**src/rtl/ram_fifo_pkg.sv**
```systemverilog
// Shared widths and types for the RAM-backed FIFO controller.
package ram_fifo_pkg;

  localparam int ADDR_WIDTH = 4;
  localparam int DATA_WIDTH = 8;
  localparam int DEPTH      = 1 << ADDR_WIDTH;

  typedef logic [ADDR_WIDTH-1:0] addr_t;
  typedef logic [DATA_WIDTH-1:0] data_t;
  typedef logic [ADDR_WIDTH:0]   cnt_t;

endpackage

```
**src/rtl/ram_fifo_ptr.sv**
```systemverilog
// Wrapping RAM pointer with increment and synchronous clear.
module ram_fifo_ptr #(
  parameter int WIDTH = 4
) (
  input  logic             clk,
  input  logic             rst,
  input  logic             clr,
  input  logic             inc,
  output logic [WIDTH-1:0] ptr
);

  always_ff @(posedge clk) begin
    if (rst || clr) begin
      ptr <= '0;
    end else if (inc) begin
      ptr <= ptr + 1'b1;
    end
  end

endmodule

```
**src/rtl/ram_fifo_ctrl.sv**
```systemverilog
// FIFO controller driving an external registered-read RAM.
module ram_fifo_ctrl
  import ram_fifo_pkg::*;
#(
  parameter int ADDR_WIDTH = ram_fifo_pkg::ADDR_WIDTH,
  parameter int DATA_WIDTH = ram_fifo_pkg::DATA_WIDTH,
  parameter int DEPTH      = ram_fifo_pkg::DEPTH,
  parameter int AF_THRESH  = 12,
  parameter int AE_THRESH  = 4
) (
  input  logic                  clk,
  input  logic                  rst,
  input  logic                  flush,
  input  logic                  push_valid,
  input  logic [DATA_WIDTH-1:0] push_data,
  output logic                  push_ready,
  input  logic                  pop_req,
  output logic                  pop_ready,
  output logic [DATA_WIDTH-1:0] pop_data,
  output logic                  pop_valid,
  output logic                  full,
  output logic                  empty,
  output logic                  almost_full,
  output logic                  almost_empty,
  output logic [ADDR_WIDTH:0]   count,
  output logic                  push_err,
  output logic                  pop_err,
  output logic                  ram_wr_enb,
  output logic [ADDR_WIDTH-1:0] ram_wr_addr,
  output logic [DATA_WIDTH-1:0] ram_wr_data,
  output logic                  ram_rd_enb,
  output logic [ADDR_WIDTH-1:0] ram_rd_addr,
  input  logic [DATA_WIDTH-1:0] ram_rd_data
);

  localparam logic [ADDR_WIDTH:0] DEPTH_C = (ADDR_WIDTH+1)'(DEPTH);
  localparam logic [ADDR_WIDTH:0] AF_C    = (ADDR_WIDTH+1)'(AF_THRESH);
  localparam logic [ADDR_WIDTH:0] AE_C    = (ADDR_WIDTH+1)'(AE_THRESH);

  logic                  push_acc;
  logic                  pop_acc;
  logic [ADDR_WIDTH-1:0] wr_ptr;
  logic [ADDR_WIDTH-1:0] rd_ptr;

  assign full         = (count == DEPTH_C);
  assign empty        = (count == '0);
  assign almost_full  = (count >= AF_C);
  assign almost_empty = (count <= AE_C);
  assign push_ready   = !full;
  assign pop_ready    = !empty;

  assign push_acc = push_valid && !full && !flush && !rst;
  assign pop_acc  = pop_req && !empty && !flush && !rst;

  assign ram_wr_enb  = push_acc;
  assign ram_wr_addr = wr_ptr;
  assign ram_wr_data = push_data;
  assign ram_rd_enb  = pop_acc;
  assign ram_rd_addr = rd_ptr;

  // The RAM holds its output register, so data passes straight through.
  assign pop_data = ram_rd_data;

  ram_fifo_ptr #(
    .WIDTH(ADDR_WIDTH)
  ) u_wr_ptr (
    .clk(clk),
    .rst(rst),
    .clr(flush),
    .inc(push_acc),
    .ptr(wr_ptr)
  );

  ram_fifo_ptr #(
    .WIDTH(ADDR_WIDTH)
  ) u_rd_ptr (
    .clk(clk),
    .rst(rst),
    .clr(flush),
    .inc(pop_acc),
    .ptr(rd_ptr)
  );

  always_ff @(posedge clk) begin
    if (rst || flush) begin
      count <= '0;
    end else begin
      case ({push_acc, pop_acc})
        2'b10:   count <= count + 1'b1;
        2'b01:   count <= count - 1'b1;
        default: count <= count;
      endcase
    end
  end

  always_ff @(posedge clk) begin
    if (rst) begin
      pop_valid <= 1'b0;
      push_err  <= 1'b0;
      pop_err   <= 1'b0;
    end else begin
      pop_valid <= pop_acc;
      push_err  <= push_valid && full && !flush;
      pop_err   <= pop_req && empty && !flush;
    end
  end

endmodule

```
**config.mk**
```make
export PLATFORM = sky130hd
export DESIGN_NAME = ram_fifo_ctrl
export DESIGN_NICKNAME = d
export VERILOG_FILES = /design/src/rtl/ram_fifo_pkg.sv /design/src/rtl/ram_fifo_ptr.sv /design/src/rtl/ram_fifo_ctrl.sv
export SDC_FILE = /design/constraint.sdc
export NUM_CORES = 1
export LEC_CHECK = 0
export ABC_CLOCK_PERIOD_IN_PS = 2800
export CAP_MARGIN = 20
export CORE_MARGIN = 1.5
export CORE_UTILIZATION = 25
export DETAILED_ROUTE_END_ITERATION = 16
export PLACE_DENSITY = 0.57
export REMOVE_ABC_BUFFERS = 1
export SYNTH_ARGS = -nofsm -noshare
export SYNTH_HDL_FRONTEND = slang
export SYNTH_SLANG_ARGS = --single-unit
```
**constraint.sdc**
```tcl
create_clock -name clk -period 2.8 [get_ports clk]
set_input_delay 0.42 -clock clk [delete_from_list [all_inputs] [get_ports clk]]
set_output_delay 0.42 -clock clk [all_outputs]
set_load 0.01 [all_outputs]
```
==> results of run 1 <==
[power by group through the flow]
stage	combinational [mW]	sequential (mW)	clock (mW)
final	0.0395	0.232	0.210
after global routing	0.0430	0.232	0.232
after CTS	0.0399	0.232	0.221
after detailed placement	0.0396	0.237	0
after global placement	0.0393	0.237	0
after floorplan	0.0172	0.238	0
[cell usage after synthesis]
library cell / number / area, um2
buf_4: 16 / 120
dfxtp_1: 16 / 320
nor2_1: 16 / 60.1
ha_1: 6 / 75.1
a21oi_1: 5 / 25.0
nand2_1: 5 / 18.8
nand3_1: 5 / 25.0
inv_1: 4 / 15.0
clkbuf_1: 3 / 11.3
mux2i_1: 3 / 30.0
xnor2_1: 3 / 26.3
xor2_1: 3 / 26.3
a211oi_1: 2 / 15.0
nor3_1: 2 / 10.0
o211ai_1: 2 / 15.0
or4_1: 2 / 15.0
a21o_1: 1 / 7.51
a21o_2: 1 / 8.76
a31o_2: 1 / 8.76
and3_1: 1 / 6.26
and4b_1: 1 / 10.0
buf_2: 1 / 5.00
fa_1: 1 / 20.0
nand4b_1: 1 / 8.76
nor4_1: 1 / 6.26
o21a_1: 1 / 7.51
o21ai_0: 1 / 5.00
o21ai_4: 1 / 16.3
o31ai_1: 1 / 7.51
or2_2: 1 / 6.26
or4_4: 1 / 11.3
[routing by layer]
metal,up-vias,global-route usage (%),routed length [um]
li1,384,-,-
met1,367,14.9,973
met2,40,16.0,1040
met3,4,5.03,232
met4,0,8.78,65
met5,-,0,0
[per-stage QoR]
stage	setup slack (ns)	utilization (%)	std cells	area (um2)
final	0.210	33.7	171	1220
after global routing	0.0364	33.7	171	1220
after CTS	0.214	33.7	171	1220
after detailed placement	0.228	32.2	167	1170
after global placement	0.243	32.2	167	1170
after floorplan	0.298	-	88	807
[how the worst max path moves through the flow]
stage	start	to	slack [ns]	depth (start not counted)
global route	count[0]$_SDFFE_PP0P_	count[4]$_SDFFE_PP0P_	0.04	9
floorplan	count[0]$_SDFFE_PP0P_	count[3]$_SDFFE_PP0P_	0.30	9
finish	count[0]$_SDFFE_PP0P_	count[4]$_SDFFE_PP0P_	0.21	9
detailed placement	flush	count[4]$_SDFFE_PP0P_	0.23	9
CTS	count[0]$_SDFFE_PP0P_	count[4]$_SDFFE_PP0P_	0.21	9
global placement	flush	count[4]$_SDFFE_PP0P_	0.24	9
[cell families after synthesis]
| kind of cell | Yosys count |
|---|---|
| buf+inv | 24 |
| flops | 16 |
| compound gates | 16 |
| mux | 3 |
| simple gates | 36 |
| fa+ha+maj | 7 |
| xor+xnor | 6 |
[worst max-delay path: stages, from the launching register on]
cell      delay [ns]
dfxtp_1         0.39
or4_4           0.59
o21ai_4         0.22
nor2_1          0.09
ha_1            0.27
ha_1            0.35
a21oi_1         0.09
a211oi_1        0.29
o21ai_0         0.13
o31ai_1         0.07
[state kept, by name, indices dropped and copies added, names as in the netlist]
name          flops
push_err          1
u_wr_ptr.ptr      4
count             5
pop_err           1
pop_valid         1
u_rd_ptr.ptr      4
[layout make-up]
class	instances	area share, %
multi-input cells	68	38.5
inverters	4	1.23
repair buffers	31	24.7
well taps	48	4.90
flip-flops and latches	16	26.1
clock buffers	4	4.49
==> impl_metrics.toml, run 1 <==
[clocking]
h-tree-depth = 1
post_cts_buffers = 0
cts_root_buf = "clkbuf_8"
worstSkewPairLatency_ns = 0.25
cts_tree = "done"
ctsResizeCount = 0
clock_path_buffers = 2
numCtsBuffers = 3
path_clk_slew_ns = 0.07
clock_sinks = 16
cts_hold_buf = 0

[synthesis]
post_synth_and_or_nand_nor_area_fraction_pct = 18.8
syn_avg_cell_area_um2 = 8.74
yosys_warnings = 0
synth_top_family_by_area = "simple AND/OR/NAND/NOR gates"
syn-instance-count = 108
ys_seq_area_share_pct = 34.0
synth-seq-cells = 16
synth_compound_area_share_pct = 12.3
synthXorXnorAreaFrac_pct = 5.57
yosysUniqueCellTypes = 31
synth-adder-area-share_pct = 10.1
muxShareOfSynthArea_pct = 3.18
synthesis.area_um2 = 943

[pwr]
leakage_nw = 0.524
power.internal_uw = 375
p_switching_uw = 106
cellPowerDensity_nw_per_um2 = 393
swShare_pct = 22.0
combPwrFrac_pct = 8.2
vdd_ir_drop_max_mv = 0.131
clkPwrFrac_pct = 43.6
p_seq_share_pct = 48.2
power_uw = 482

[cells_and_area]
final_cell_mix = "28 x clkdlybuf4s50_1, 16 x nor2_1, 16 x dfxtp_1"
nFillCells = 378
drive_gt1_share_pct = 9.76
fin_nets = 152
multi_input_area_um2 = 472
mostFrequentLayoutCell = "clkdlybuf4s50_1"
area_growth_pct = 29.8
diodes = 0
seq_area_um2 = 320

[route]
firstDrtPassIters = 4
viasPerCell = 4.65
wl_per_cell_um = 13.5
vias = 795
drt_iter0_markers = 24
drtAntennaViolNets = 0
wl_um = 2310
drc_errors = 0

[grt]
grt_pass1_wl_um = 3710
first_global_vias = 769
grt_max_degree = 16
grt_usage_pct = 11.9
antenna_found_initial = 0
grt-ovfl-total = 0

[flow_run]
cap_violations = 0

[placed_design]
dpl.hpwl_um = 1720
io_buffers = 28
globalplace.congestion = 0.718

[timing]
rsz0062_at_grt = "no"
hold_ws_ns = 0.497
fmax_mhz = 386
finalHoldViolCount = 0
finalSetupViolCount = 0
fin_crit_ns = 2.59
relSlewSlack_pct = 64.6
fin_skew_ns = 0.00293
finalMaxSlewViolations = 0
setup_tns_ns = 0
worstMarginPinSlew_ns = 0.526
fin_crit_sh_pct = 92.5

[die]
die-area_um2 = 4150
start_util_pct = 26.0
coreArea_um2 = 3630
die_x_um = 64.4
die_h_um = 64.4
ios = 61
row_count = 22

[setup_path]
r2r-start = "count[0]$_SDFFE_PP0P_"
r2r_cells = 9
r2r_setup_slack_ns = 0.21
cp_max_fo = 7
crit_type = "flip-flop to flip-flop"
arrival_ns = 2.76
worstSetupEndpointType = "flip-flop"
cp.required_ns = 2.97
cp-start-kind = "flip-flop"
timing.rr.end = "count[4]$_SDFFE_PP0P_"

[hold_path]
hold-path-endpoint = "u_rd_ptr.ptr[3]$_SDFFE_PP0P_"
min_path_cells = 2
hp-start = "u_rd_ptr.ptr[3]$_SDFFE_PP0P_"
hp-class = "flip-flop to flip-flop"

[run_status]
status = "completed"
Note: power is estimated with default switching activity, not from simulation.
==> inputs of run 2 (changes only) <==
--- a/config.mk
+++ b/config.mk
@@ -5,12 +5,13 @@
 export SDC_FILE = /design/constraint.sdc
 export NUM_CORES = 1
 export LEC_CHECK = 0
+export ABC_AREA = 1
 export ABC_CLOCK_PERIOD_IN_PS = 2800
 export CAP_MARGIN = 20
 export CORE_MARGIN = 1.5
 export CORE_UTILIZATION = 25
 export DETAILED_ROUTE_END_ITERATION = 16
-export PLACE_DENSITY = 0.57
+export PLACE_DENSITY = 0.55
 export REMOVE_ABC_BUFFERS = 1
 export SYNTH_ARGS = -nofsm -noshare
 export SYNTH_HDL_FRONTEND = slang
==> run 2 against run 1 <==
Net effect: sequential share of layout area fell by 2.1 points; via count is 7.0% higher; clock power shrank 19%; largest cell class unchanged; first-iteration DRC count down 21%; critical path depth is 2 lower; flip-flop and latch count stayed put; register-to-register slack improved by 0.40 ns.
==> impl_metrics.toml, run 2 <==
[clocking]
clock_path_buffers = 2
cts_hold_buf = 0
clock_sinks = 16
cts_tree = "done"
cts_root_buf = "clkbuf_8"
post_cts_buffers = 0
h-tree-depth = 1
ctsResizeCount = 0
worstSkewPairLatency_ns = 0.25
numCtsBuffers = 3
path_clk_slew_ns = 0.06

[setup_path]
cp_max_fo = 6
cp-start-kind = "input pin"
cp.required_ns = 2.38
crit_top_cell = "clkdlybuf4s50_1"
worstSetupEndpointType = "output port"
critPathSlowestCell = "clkdlybuf4s50_1"
crit_chain = "clkdlybuf4s50_1, inv_1, nand2_1, nor2_2, nand2_4, inv_2, clkdlybuf4s50_1"
r2r_cells = 12
arrival_ns = 1.93
crit_type = "input pin to output port"
cpPeakStageDelay_ns = 0.55

[timing]
worstMarginPinSlew_ns = 0.287
worst_slack_ns = 0.447
setup_tns_ns = 0
finalMaxSlewViolations = 0
finalHoldViolCount = 0
fin_skew_ns = 0.00658
relSlewSlack_pct = 80.9
fin_crit_sh_pct = 84.0
fmax_mhz = 425
finalSetupViolCount = 0
rsz0062_at_grt = "no"
fin_crit_ns = 2.35

[synthesis]
synth_compound_area_share_pct = 9.32
synth-seq-cells = 16
syn_avg_cell_area_um2 = 7.58
yosysTopAreaCell = "dfxtp_1"
synthFlopType = "dfxtp_1"
yosysUniqueCellTypes = 24
ys_seq_area_share_pct = 30.2
synthTopCellsByArea = "dfxtp_1 30%, buf_4 12%, nand2_1 9.2%, inv_1 7.4%, ha_1 7.1%"
syn-instance-count = 140
yosysMostFrequentCell = "nand2_1"
post_synth_and_or_nand_nor_area_fraction_pct = 28.2
synthesis.area_um2 = 1060
synthTopCellsByCount = "26 x nand2_1, 21 x inv_1, 17 x buf_4"
synth_top_family_by_area = "simple AND/OR/NAND/NOR gates"
yosysTopAreaCellShare_pct = 30.2
synth-adder-area-share_pct = 8.96
synth_edf_count = 0
async_flop_share_pct = 0
synthXorXnorAreaFrac_pct = 2.48
muxShareOfSynthArea_pct = 0
yosys_warnings = 0

[pwr]
vdd_ir_drop_max_mv = 0.198
leakage_nw = 0.634
cellPowerDensity_nw_per_um2 = 349

[run_status]
status = "completed"

[route]
wl_um = 2260
firstDrtPassIters = 4
wl_per_cell_um = 11.0
viasPerCell = 4.13
met3_length_um = 268
drtAntennaViolNets = 0
drt_iter0_markers = 19
wl_met1_um = 1040
vias = 851
dr_wl_met2_um = 929
drc_errors = 0
dr.max_layer_used = "met4"

[die]
die-area_um2 = 4640
start_util_pct = 26.3
ios = 61
die_h_um = 68.1
coreArea_um2 = 4030
die_x_um = 68.1
row_count = 23

[placed_design]
placed_area_um2 = 1290
io_buffers = 28
globalplace.congestion = 0.744
dpl.hpwl_um = 1840
dp_slack_ns = 0.167

[cells_and_area]
top_register = "count"
area_growth_pct = 25.6
nFillCells = 443
diodes = 0
finish.instance_area_um2 = 1330
drive_gt1_share_pct = 15.4
largest_reg_flops = 5
fin_nets = 186
reg.largest.list = "count x5, u_rd_ptr.ptr x4, u_wr_ptr.ptr x4"
final_cell_mix = "28 x clkdlybuf4s50_1, 26 x nand2_1, 21 x inv_1"
mostFrequentLayoutCell = "clkdlybuf4s50_1"

[hold_path]
min_path_cells = 2
hp-class = "flip-flop to flip-flop"

[grt]
grt-ovfl-total = 0
first_global_vias = 780
grt_pass1_wl_um = 3510
grt_usage_pct = 10.4
grt_max_degree = 9
antenna_found_initial = 0

[flow_run]
cap_violations = 0
[run 2: stage by stage]
step / util (%) / instances / total power [mW] / hold WS, ns
after floorplan: - / 123 / 0.271 / 0.514
after global placement: 32.0 / 203 / 0.299 / 0.500
after detailed placement: 32.0 / 203 / 0.299 / 0.505
after CTS: 33.1 / 206 / 0.472 / 0.516
after global routing: 33.1 / 206 / 0.491 / 0.533
final: 33.1 / 206 / 0.465 / 0.513
[run 2: worst paths after layout]
| path | endpoint | startpoint | slack (ns) |
|---|---|---|---|
| max reg2reg | count[4]$_SDFFE_PP0P_ | count[0]$_SDFFE_PP0P_ | 0.61 |
| min | u_wr_ptr.ptr[2]$_SDFFE_PP0P_ | u_wr_ptr.ptr[2]$_SDFFE_PP0P_ | 0.51 |
| min reg2reg | u_wr_ptr.ptr[2]$_SDFFE_PP0P_ | u_wr_ptr.ptr[2]$_SDFFE_PP0P_ | 0.51 |
| max | ram_rd_enb | rst | 0.45 |
[run 2: cells by family (layout without fill, tap and decap cells)]
kind of cell,count (synthesis),in the layout
simple gates,56,56
xor+xnor,3,3
buf+inv,42,58
flops,16,16
fa+ha+maj,7,7
compound gates,16,16
[run 2: layout make-up]
type                       instances  area (um2)  area share, %
clock buffer                       3        41.3           3.10
inverter                          25        93.8           7.04
sequential                        16         320           24.0
timing repair buffer              30         295           22.2
multi-input combinational         82         519           39.0
tap                               50        62.6           4.69
[run 2: worst max-delay path, delay by kind of cell]
family / cells / cell delay [ns]
simple gates: 3 / 0.43
buf+inv: 4 / 1.07
[run 2: report_power, final]
| part | switching, mW | internal (mW) | total [mW] |
|---|---|---|---|
| registers | 0.00335 | 0.231 | 0.235 |
| logic | 0.0306 | 0.0282 | 0.0588 |
| clock network | 0.0762 | 0.0953 | 0.171 |
| total | 0.110 | 0.355 | 0.465 |
[run 2: per-layer routing]
layer	track usage, %	up-vias
met5	0	-
li1	-	451
met4	2.25	0
met2	14.9	42
met3	7.24	4
met1	12.7	354
==> RTL edit: new RTL, flow settings as in run 2 <==
Set the package constant `DATA_WIDTH` to 7 (it was 8).
--- a/src/rtl/ram_fifo_pkg.sv
+++ b/src/rtl/ram_fifo_pkg.sv
@@ -2,7 +2,7 @@
 package ram_fifo_pkg;
 
   localparam int ADDR_WIDTH = 4;
-  localparam int DATA_WIDTH = 8;
+  localparam int DATA_WIDTH = 7;
   localparam int DEPTH      = 1 << ADDR_WIDTH;
 
   typedef logic [ADDR_WIDTH-1:0] addr_t;
Ports: changed (resized pop_data, push_data, ram_rd_data and ram_wr_data); port bits go from 61 to 57. No check against the original RTL was run, so the function may have changed too.
==> RTL edit against run 2 <==
  * Wire length grew 0.31%
  * Count of clock-buffer cells in the layout is the same
  * Non-clock buffer count is the same
  * Core utilization grew 0.24 points
  * Sequential cell count is the same
  * Design area is the same
  * Maximum frequency shrank 1.2%
  * Setup slack lost 0.028 ns
  * Total power grew 0.85%
  * Synthesized area shrank 1.4%
==> RTL edit: results (changes against run 2) <==
Drt
  – WL final: 2270 um (+0.31%)
  – Initial DRC count: 45 (+26)
  – Vias/cell: 4.17 (+1.1%)
  – Drt first pass iters: 4 (unchanged)

Finish
  – Largest registers: count (5), u_rd_ptr.ptr (4), u_wr_ptr.ptr (4)
  – # diodes: 0 (unchanged)
  – Fillers: 438 (-1.1%)
  – Final Instance Count excl. Fillers: 206 (unchanged)
  – Layout cell share with drive strength beyond 1: 15.4% (unchanged)
  – Final net count: 184 (-1.1%)

Synthesis
  – Sequential share of the synthesized area: 30.6% (+0.43 points)
  – Top cells by count, synth: nand2_1, inv_1, dfxtp_1, buf_4, nor2_1
  – Asr flop ratio synth: 0% (unchanged)
  – Synth top area cells: dfxtp_1, buf_4, nand2_1
  – Count of cell types in the netlist: 24 (unchanged)
  – Mean Syn Cell Area: 7.58 um2 (about the same)

Clock tree
  – Clk root buf: clkbuf_8
  – Clock-pin slew on the worst setup and hold paths: 0.06 ns (about the same)
  – Post-CTS Setup Inserts: 0 (unchanged)
  – CTS buffer count: 3 (unchanged)
  – Worst-Skew Late Latency: 0.25 ns (about the same)
  – Clock Path Buffers: 2 (unchanged)

Placement
  – I/O Buffers: 28 (unchanged)
  – HPWL after DPL: 1820 um (-0.93%)
  – GP Congestion: 0.736 (-1.1%)

Pwr
  – Sequential power share: 50.1% (-0.4 points)
  – Pwr per Cell Area: 352 mW/mm2 (+0.85%)
  – P_sw: 114 uW (+3.4%)
  – Max VDD drop: 197 uV (-0.74%)
  – Combinational share of power: 12.5%

STA
  – Clock Skews: 0.00399 ns (-0.00258 ns)
  – Slew headroom: 81.2% (+0.33 points)

Setup path
  – Crit-path max cell delay: 0.39 ns (-0.16 ns)
  – Worst reg2reg endpoint: count[4]$_SDFFE_PP0P_
  – Crit path DAT: 2.58 ns (+0.65 ns)
  – RR Startpoint: count[0]$_SDFFE_PP0P_
  – Worst path slowest cell: clkdlybuf4s50_1
  – Crit. Startpoint: rst
  – R2r setup slk: 0.59 ns (-0.02 ns)

Min path
  – Min-Delay Path Depth: 2 (unchanged)
  – HP Class: flip-flop to flip-flop

Status
  – Status: finished, final reports clean

GRT
  – Total GRT Usage: 10.6% (+0.23 points)
  – Vias in the first global route: 774 (-0.77%)
-- RTL edit: cell families (layout without fill, tap and decap cells) --
logic type	after synthesis	in the layout	synth area share [%]
simple gates	56	56	28.6
flops	16	16	30.6
buf+inv	40	58	19.7
fa+ha+maj	7	7	9.09
compound gates	16	16	9.45
xor+xnor	3	3	2.51
-- RTL edit: layout make-up --
class	instances	share of cell area [%]
clock buffer	3	3.10
multi-input combinational	82	39.0
tap	50	4.69
inverter	25	7.04
timing repair buffer	30	22.2
sequential	16	24.0
-- RTL edit: per-stage QoR --
| stage | setup slack [ns] | hold WS (ns) | cell area [um2] |
|---|---|---|---|
| final | 0.419 | 0.510 | 1330 |
| after global routing | 0.277 | 0.527 | 1330 |
| after CTS | 0.411 | 0.513 | 1330 |
| after detailed placement | 0.139 | 0.506 | 1290 |
| after global placement | 0.231 | 0.496 | 1290 |
| after floorplan | 0.486 | 0.514 | 933 |
-- RTL edit: how the worst max path moves through the flow --
stage,cells after the start,slack [ns],endpoint
floorplan,13,0.49,count[4]$_SDFFE_PP0P_
global placement,13,0.23,count[4]$_SDFFE_PP0P_
detailed placement,14,0.14,count[4]$_SDFFE_PP0P_
CTS,14,0.41,count[4]$_SDFFE_PP0P_
global route,14,0.28,count[4]$_SDFFE_PP0P_
finish,14,0.42,count[4]$_SDFFE_PP0P_
-- RTL edit: layer usage --
metal  GRT usage [%]  up-vias  share of wire (%)
li1                -      451                  -
met1            12.1      369                 43
met2            15.8       38                 45
met3            7.17        2                 11
met4            3.83        0               0.57
met5               0        -                  0
-- RTL edit: worst max-delay path, delay by kind of cell --
| kind | cells | cell delay [ns] |
|---|---|---|
| compound gates | 1 | 0.10 |
| buf+inv | 3 | 0.52 |
| fa+ha+maj | 2 | 0.57 |
| simple gates | 8 | 0.95 |
